### src/rtl/ifu.sv
// Instruction fetch unit: owns PC/IR, prefetches one word per PC from a
// req/ack instruction memory and computes the next PC for the controller.
module ifu #(
    parameter logic [31:0] PC_RESET = 32'h0000_3000
) (
    input  logic        clk,
    input  logic        rst,
    input  logic        PCWr,
    input  logic        IRWr,
    input  logic [1:0]  NPCOp,
    input  logic        Zero,
    input  logic [31:0] RegA,
    output logic        imem_req,
    output logic [31:0] imem_addr,
    input  logic        imem_ack,
    input  logic [31:0] imem_rdata,
    output logic [31:0] IR,
    output logic [31:0] PC,
    output logic [31:0] PCPlus4,
    output logic        busy
);
    localparam int unsigned W = 32;

    typedef enum logic [1:0] {
        REQ     = 2'd0,
        HOLD    = 2'd1,
        DISCARD = 2'd2
    } state_t;

    state_t         state;
    logic [W-1:0]   fbuf;
    logic [W-1:0]   npc;
    logic [W-1:0]   br_off;
    logic           ack;

    // An ack only counts while a request is actually being presented.
    assign ack     = imem_ack & imem_req;
    assign PCPlus4 = PC + W'(4);
    assign br_off  = {{14{IR[15]}}, IR[15:0], 2'b00};

    always_comb begin
        npc = PC + W'(4);
        case (NPCOp)
            2'b00: npc = PC + W'(4);
            2'b01: npc = Zero ? (PC + br_off) : PC;
            2'b10: npc = {PC[31:28], IR[25:0], 2'b00};
            2'b11: npc = RegA & ~W'(3);
            default: npc = PC + W'(4);
        endcase
    end

    always_ff @(posedge clk or posedge rst) begin
        if (rst) begin
            state     <= REQ;
            PC        <= PC_RESET;
            IR        <= '0;
            fbuf      <= '0;
            imem_req  <= 1'b0;
            imem_addr <= PC_RESET;
            busy      <= 1'b1;
        end else begin
            // IR always takes the word belonging to the PC of this cycle.
            if (IRWr) begin
                if (state == HOLD)
                    IR <= fbuf;
                else if (state == REQ && ack)
                    IR <= imem_rdata;
            end

            if (PCWr)
                PC <= npc;

            case (state)
                REQ: begin
                    if (ack) begin
                        if (PCWr) begin
                            imem_req  <= 1'b1;
                            imem_addr <= npc;
                            busy      <= 1'b1;
                        end else begin
                            fbuf     <= imem_rdata;
                            state    <= HOLD;
                            imem_req <= 1'b0;
                            busy     <= 1'b0;
                        end
                    end else if (PCWr && imem_req) begin
                        // Request in flight for the old PC must complete first.
                        state <= DISCARD;
                    end else begin
                        imem_req  <= 1'b1;
                        imem_addr <= PCWr ? npc : PC;
                        busy      <= 1'b1;
                    end
                end
                HOLD: begin
                    if (PCWr) begin
                        state     <= REQ;
                        imem_req  <= 1'b1;
                        imem_addr <= npc;
                        busy      <= 1'b1;
                    end
                end
                DISCARD: begin
                    if (ack) begin
                        state     <= REQ;
                        imem_addr <= PCWr ? npc : PC;
                    end
                end
                default: begin
                    state    <= REQ;
                    imem_req <= 1'b0;
                    busy     <= 1'b1;
                end
            endcase
        end
    end
endmodule

### config.mk
export PLATFORM = sky130hd
export DESIGN_NAME = ifu
export DESIGN_NICKNAME = d
export VERILOG_FILES = /design/src/rtl/ifu.sv
export SDC_FILE = /design/constraint.sdc
export NUM_CORES = 1
export LEC_CHECK = 0
export CAP_MARGIN = 25
export CORE_MARGIN = 2
export CORE_UTILIZATION = 52
export DETAILED_ROUTE_END_ITERATION = 8
export PLACE_DENSITY_LB_ADDON = 0.25
export SLEW_MARGIN = 30
export SYNTH_ARGS = -nofsm -noshare
export SYNTH_HDL_FRONTEND = slang
export SYNTH_SLANG_ARGS = --single-unit
### constraint.sdc
create_clock -name clk -period 5.56 [get_ports clk]
set_input_delay 1.112 -clock clk [delete_from_list [all_inputs] [get_ports clk]]
set_output_delay 1.112 -clock clk [all_outputs]
set_load 0.01 [all_outputs]
==> results of run 1 <==
==> registers in the layout, indices dropped and copies added (netlist names) <==
signal and cells:
imem_req 1, fbuf 32, imem_addr 32, IR 32
busy 1, PC 32, state 2
==> Yosys cell counts, types with 5 or more instances <==
| master | count | area, µm² |
|---|---|---|
| nor2_1 | 84 | 315 |
| o21bai_1 | 6 | 45.0 |
| buf_1 | 5 | 18.8 |
| nand3_1 | 24 | 120 |
| o22ai_1 | 7 | 43.8 |
| o211ai_1 | 7 | 52.6 |
| dfrtp_1 | 127 | 3180 |
| mux4_2 | 8 | 180 |
| dfstp_2 | 5 | 131 |
| xor2_1 | 14 | 123 |
| nand4_1 | 7 | 43.8 |
| clkbuf_8 | 12 | 165 |
| a221oi_1 | 7 | 61.3 |
| mux2_2 | 51 | 574 |
| o31ai_1 | 7 | 52.6 |
| ha_1 | 33 | 413 |
| a21oi_1 | 71 | 355 |
| a22oi_1 | 17 | 128 |
| nor3_1 | 12 | 60.1 |
| or3_1 | 7 | 43.8 |
| a21o_1 | 14 | 105 |
| xnor2_1 | 31 | 272 |
| o221ai_1 | 5 | 43.8 |
| inv_1 | 32 | 120 |
| o21a_1 | 5 | 37.5 |
| a211oi_1 | 16 | 120 |
| and3_1 | 10 | 62.6 |
| nand2_1 | 129 | 484 |
| o21ai_0 | 99 | 495 |
| clkbuf_1 | 40 | 150 |
| a31oi_1 | 11 | 68.8 |
| mux2i_1 | 51 | 510 |
==> final cells by class <==
class	instances	area (µm²)	area share
clock inverter	13	103	0.00868
antenna	1	2.50	0.000212
inverter	32	128	0.0108
tap	225	282	0.0238
multi-input combinational	805	5490	0.464
timing repair buffer	212	2080	0.176
clock buffer	18	429	0.0363
sequential	132	3310	0.280
==> logic make-up (layout without fill, tap and decap cells) <==
kind of cell               count (synthesis)  count (layout)  synth area share
DFF                                      132             132             0.355
and+or+nand+nor                          296             296             0.141
other                                      0               1                 0
AOI/OAI and AO/OA                        319             319             0.219
xor gates and xnor gates                  46              46            0.0440
muxes                                    110             110             0.136
adders and majority gates                 34              34            0.0464
buffers and inverters                    100             275            0.0590
==> worst reg2reg max path, stage by stage (launching register included) <==
cell and delay (ps):
dfrtp_1 460, ha_1 280, fa_1 430, a211oi_1 400, o21ai_1 200, nand3_1 120
a21oi_1 120, o31ai_1 490, nor2_1 80, a41oi_1 250, xor2_1 290, a31oi_1 170
a221o_1 350
==> power by group through the flow <==
stage / combinational, mW / sequential [mW] / clock [mW]
floorplan: 2.56 / 1.85 / 0
global placement: 3.89 / 1.92 / 0
detailed placement: 3.96 / 1.94 / 0
CTS: 3.99 / 1.93 / 1.05
global route: 4.40 / 2.00 / 1.09
finish: 4.02 / 1.95 / 1.04
==> layer usage <==
metal | up-vias | part of all wire | global-route usage
met4 | 0 | 0.026 | 0.101
met5 | - | 0 | 0
met2 | 451 | 0.45 | 0.474
met3 | 53 | 0.10 | 0.0877
li1 | 4115 | - | -
met1 | 4209 | 0.42 | 0.432
==> through the flow <==
stage	hold WS, ps	utilization
5_1_grt	509	0.679
6_report	478	0.679
2_1_floorplan	475	-
4_1_cts	483	0.678
3_3_place_gp	462	0.648
3_5_place_dp	471	0.648
==> worst min path at each step <==
stage                       from      endpoint  slack [ps]  cells after the start
global placement    imem_addr[2]  imem_addr[2]         460                      2
floorplan               state[1]      state[1]         480                      2
CTS                 imem_addr[4]  imem_addr[4]         480                      2
finish              imem_addr[4]  imem_addr[4]         480                      2
global route              IR[31]        IR[31]         510                      2
detailed placement  imem_addr[4]  imem_addr[4]         470                      2
==> metrics.md, run 1 <==
| Metric | Value |
|---|---|
| Outcome | finished, final reports clean |
| I/O Pins | 202 |
| Fillers | 1434 |
| Synth Register Bits | roughly 130 |
| Peak VDD IR | 313 µV |
| R2r setup slk | between 1500 and 2000 ps |
| Worst min-delay path class | reg2reg |
| Die ar. | 19000 µm² |
| WL/cell | 20.6 µm |
| Int Power | between 3 and 4 mW |
| WP data arrival | 3560 ps |
| Starting density of the core | 0.536 |
| Critical path depth | 8 |
| Largest net degree at the start of global routing | 101 |
| # Max-Cap Violations | 0 |
| Total Wirelength | 29600 µm |
| GRT Resource Usage Total | 0.312 |
| Crit path max-delay cell type | nor4_2 |
| Post-place instance area | 11300 µm² |
| CTS tree | done |
| Number of synthesized flops with an enable pin | 0 |
| Unique cell type count in the Yosys netlist | 84 |
| Hpwl dp | 21300 µm |
| Pre-CTS WS | 1470 ps |
| Worst Setup SP | PC[3] |
| CP max FO | 9 |
| Dpl cells | 1406 |
| Worst r2r dst | imem_addr[30] |
| Vias in the first global route | 8095 |
| Sink Count | approximately 130 |
| Yosys warns | 0 |
| Via Count | about 8800 |
| Most common cell after layout, fill and taps aside | clkdlybuf4s50_1 |
| Part of the power in the clock network | 0.148 |
| Inserted Clock Buffers | 17 |
| Synth Cell Area | between 9000 and 10000 µm² |
| Core area | 17400 µm² |
| Iter 0 DRT Violations | 979 |
| Final Cell Area | around 12000 µm² |
| Main synth FF type | dfrtp_1 |
| Setup crit start kind | register |
| Sum of negative setup slack | 0 ps |
| Deepest clock path buffer count | 2 |
| PD cells | 593 nW/µm² |
| Max-slew violations | 0 |
| Worst Reg-to-Reg Cells | 12 |
| WP data required | 4450 ps |
| Final Non-Filler Cells | 1438 |
| Die width | around 140 µm |
| Vias per std cell | between 6 and 7 |
| Fin crit period | between 4000 and 5000 ps |
| Normalized max-slew margin | 0.414 |
| Clk_lat worst skew | 420 ps |
| Hold buffer count at cts | 0 |
| Ys async rst share | 1.00 |
| Layout cell share with drive strength beyond 1 | 0.110 |
| Max Fclk | 214 MHz |
| Post-CTS Resized | 0 |
| RSZ-0062 raised after global routing | no |
| CP Cell Sequence | ha_1, nand4_1, nor4_2, nand3_1, nor2_1, nand2_1, xnor2_1, clkdlybuf4s50_1 |
| Reg2reg start | IR[0] |
| WP buf/inv | 1 |
| Mapped Cells | between 1000 and 1500 |
| CP endpoint | PCPlus4[30] |
| Grt total ovfl | 0 |
| Tcrit/Tclk final | 0.840 |
| Lkg Pwr | roughly 5 nW |
| Commonest cells after routing, fill and taps aside | clkdlybuf4s50_1, nand2_1, dfrtp_1, o21ai_0, nor2_1 |
| Drt drc | 0 |
| Clock skew | 10.3 ps |
| Setup crit end kind | output pin |
| I/O Buffers | 199 |
| GPL Wtd Cong | 0.957 |
| CP max stage delay | about 700 ps |
| Net Count, Synth | 1143 |
| Setup-failing EPs final | 0 |
| Worst slew pin tran | 878 ps |
| Nets | 1306 |
| Top delay family on crit path | simple AND/OR/NAND/NOR gates |
| # H-tree levels | 4 |
| First-pass iteration count of the detailed router | 7 |
| Final setup margin | roughly 890 ps |
| Clock root cell | clkbuf_16 |
| Combinational Power Share | 0.574 |
| Syn_area_per_cell | around 9.0 µm² |
| Final hold vios | 0 |
| Tot Pwr | 7.01 mW |
| Sequential Power Share | 0.278 |
| Die H | 138 µm |
| Psw | between 3 and 4 mW |
| Switching share of total power | 0.448 |
| Seq/Total Area, Yosys | 0.355 |
| Setup Buffers After CTS | 0 |
| Std-Cell Rows | 48 |
| Area Growth Syn to Fin | 26.7% |
| Crit path kind | reg2out |
| First-pass GRT wire length | 45000 µm |
| Final ANT Viol Nets | 0 |
| Initial antenna violation count | 1 |
| Clock transition at path regs | 60 ps |
Note: power is estimated with default switching activity, not from simulation.
==> inputs of run 2 (changes only) <==
- clock period: 5.56 -> 4.3 ns (I/O delays scaled with it)
==> run 2 against run 1 <==
  * Non-clock buffer count rose by 13
  * Clock skew rose by 11 ps
  * Cell count rose by 0.90%
  * Worst hold slack improved by 8.1 ps
  * First-iteration DRC count fell by 6.5%
  * Register-to-register slack got worse by 1300 ps
  * Clock power rose by 38%
  * Global-route usage rose by 1.7 points
  * Die area did not move
  * Final area rose by 1.4%
  * Routed wire length rose by 4.2%
  * Total power rose by 32%
  * Largest cell class unchanged
  * Highest routed layer unchanged
==> metrics.md, run 2 (synthesis gave the netlist of run 1 again) <==
| Metric | Value |
|---|---|
| Tot Pwr | 9.28 mW (+32%) |
| Via Count | 9015 (+2.1%) |
| Inserted Clock Buffers | 17 (unchanged) |
| I/O Pins | 202 (unchanged) |
| Tcrit/Tclk final | 0.954 |
| Vias in the first global route | 8661 (+7.0%) |
| WL/cell | 21.2 µm (+3.2%) |
| Deepest clock path buffer count | 2 (unchanged) |
| Most common cell after layout, fill and taps aside | clkdlybuf4s50_1 |
| Normalized max-slew margin | 0.412 (-0.00228) |
| Drt drc | 0 (unchanged) |
| Max Fclk | 244 MHz |
| Lkg Pwr | 5.01 nW (+2.0%) |
| Initial antenna violation count | 0 (-1) |
| Switching share of total power | 0.452 (+0.00347) |
| PD cells | 774 nW/µm² (+31%) |
| CP Cell Sequence | ha_1, nand4_1, nor4_2, buf_4, nand3_1, nor2_1, nand2_1, xnor2_1, clkdlybuf4s50_1 |
| GPL Wtd Cong | 0.953 (-0.36%) |
| Worst Setup SP | PC[2] |
| Starting density of the core | 0.536 (unchanged) |
| Commonest cells after routing, fill and taps aside | clkdlybuf4s50_1, nand2_1, dfrtp_1, o21ai_0, nor2_1 |
| Outcome | finished, final reports clean |
| Core area | 17400 µm² (unchanged) |
| Fin crit period | 4100 ps |
| Reg2reg start | PC[2] |
| Hold Path Origin | imem_addr[3] |
| Setup Buffers After CTS | 0 (unchanged) |
| Nets | 1319 (+1.0%) |
| Vias per std cell | 6.21 (+1.2%) |
| # Max-Cap Violations | 0 (unchanged) |
| Layout cell share with drive strength beyond 1 | 0.122 (+0.0118) |
| Die ar. | 19000 µm² (unchanged) |
| I/O Buffers | 199 (unchanged) |
| # diodes | 0 (-1) |
| Hpwl dp | 22400 µm (+5.2%) |
| Die H | 138 µm (unchanged) |
| Die width | 138 µm (unchanged) |
| WP data required | 3440 ps (-1010 ps) |
| Crit path max-delay cell type | clkdlybuf4s50_1 |
| First-pass GRT wire length | 47400 µm (+5.4%) |
| # H-tree levels | 4 (unchanged) |
| Fillers | 1406 (-2.0%) |
| Setup crit start kind | register |
| Clock root cell | clkbuf_16 |
| Std-Cell Rows | 48 (unchanged) |
| Clock skew | 21.6 ps (+11.2 ps) |
| Peak VDD IR | 439 µV (+40%) |
| First-pass iteration count of the detailed router | 6 (-1) |
| Clock transition at path regs | 70 ps (about the same) |
| CP max FO | 7 (-2) |
| Sink Count | 132 (unchanged) |
| Setup-failing EPs final | 0 (unchanged) |
| Largest net degree at the start of global routing | 65 (-36%) |
| Crit path kind | reg2out |
| Max-slew violations | 0 (unchanged) |
| Worst slew pin tran | 882 ps (+3.42 ps) |
| Total Wirelength | 30800 µm (+4.2%) |
| CP max stage delay | 590 ps (-120 ps) |
| Sum of negative setup slack | 0 ps (unchanged) |
| CTS tree | done |
| GRT Resource Usage Total | 0.329 (+0.0170) |
| Clk_lat worst skew | 440 ps (+20 ps) |
| Grt total ovfl | 0 (unchanged) |
| WP data arrival | 3240 ps (-320 ps) |
| Sequential Power Share | 0.269 (-0.009) |
| Iter 0 DRT Violations | 915 (-6.5%) |
| Part of the power in the clock network | 0.156 (+0.008) |
| Int Power | 5.09 mW (+32%) |
| Psw | 4.19 mW (+33%) |
| Final ANT Viol Nets | 0 (unchanged) |
| Area Growth Syn to Fin | 28.5% |
| Hold buffer count at cts | 0 (unchanged) |
| Setup crit end kind | output pin |
| Combinational Power Share | 0.576 (+0.002) |
| RSZ-0062 raised after global routing | no |
| Worst min-delay path class | reg2reg |
| Final hold vios | 0 (unchanged) |
[run 2: cell types whose count changed in the layout (fill, tap and decap cells not counted), sizes merged]
cell and change:
buf +13, inv +5, clkinv -3, clkinvlp -1
diode -1
[run 2: area by class of cell]
cell class | count | area, µm² | share of cell area
multi-input cells | 805 | 5490 | 0.458
flip-flops and latches | 132 | 3310 | 0.276
repair buffers | 225 | 2210 | 0.185
clock buffers | 18 | 439 | 0.0366
well taps | 225 | 282 | 0.0235
clock inverters | 14 | 130 | 0.0109
inverters | 32 | 124 | 0.0103
[run 2: critical path: cells and delay by family, from the launching register on]
kind / cells / cell delay, ps
XOR/XNOR: 1 / 250
adder cells (fa/ha/maj): 1 / 270
buffers and inverters: 2 / 780
flip-flops: 1 / 500
AND/OR/NAND/NOR: 5 / 1010
[run 2: through the flow]
step / std cells / utilization / instance area, µm² / hold slack (ps) / setup WS, ps
floorplan: 1037 / - / 9330 / 475 / 1230
global placement: 1418 / 0.654 / 11400 / 462 / 659
detailed placement: 1419 / 0.655 / 11400 / 480 / 620
CTS: 1451 / 0.688 / 12000 / 497 / 171
global route: 1451 / 0.688 / 12000 / 512 / 12.7
finish: 1451 / 0.688 / 12000 / 486 / 199
[run 2: final timing paths]
path	slack, ps	depth (start not counted)	end
worst max-delay path	200	9	PCPlus4[30]
worst min-delay path	490	2	imem_addr[3]
worst max register to register	540	12	imem_addr[30]
worst min register to register	490	2	imem_addr[3]
max in group asynchronous	2820	3	PC[12]
min in group asynchronous	810	2	fbuf[22]
[run 2: per-layer routing]
layer / vias to the layer above / routed length (µm) / track usage / share of wire
met5: - / 0 / 0 / 0
met3: 60 / 3610 / 0.112 / 0.12
li1: 4141 / - / - / -
met4: 0 / 797 / 0.115 / 0.026
met2: 471 / 14000 / 0.515 / 0.45
met1: 4343 / 12400 / 0.427 / 0.40
[run 2: power groups by stage]
| stage | logic [mW] | registers (mW) | clock network, mW |
|---|---|---|---|
| finish | 5.34 | 2.49 | 1.44 |
| global route | 5.82 | 2.56 | 1.51 |
| CTS | 5.27 | 2.47 | 1.45 |
| detailed placement | 5.22 | 2.48 | 0 |
| global placement | 5.14 | 2.45 | 0 |
| floorplan | 3.31 | 2.39 | 0 |
[run 2: what timing repair did]
item                       4_1_cts  5_1_grt
hold endpoints to repair         0        0
setup endpoints to repair        0        2
gates resized for setup          0        2
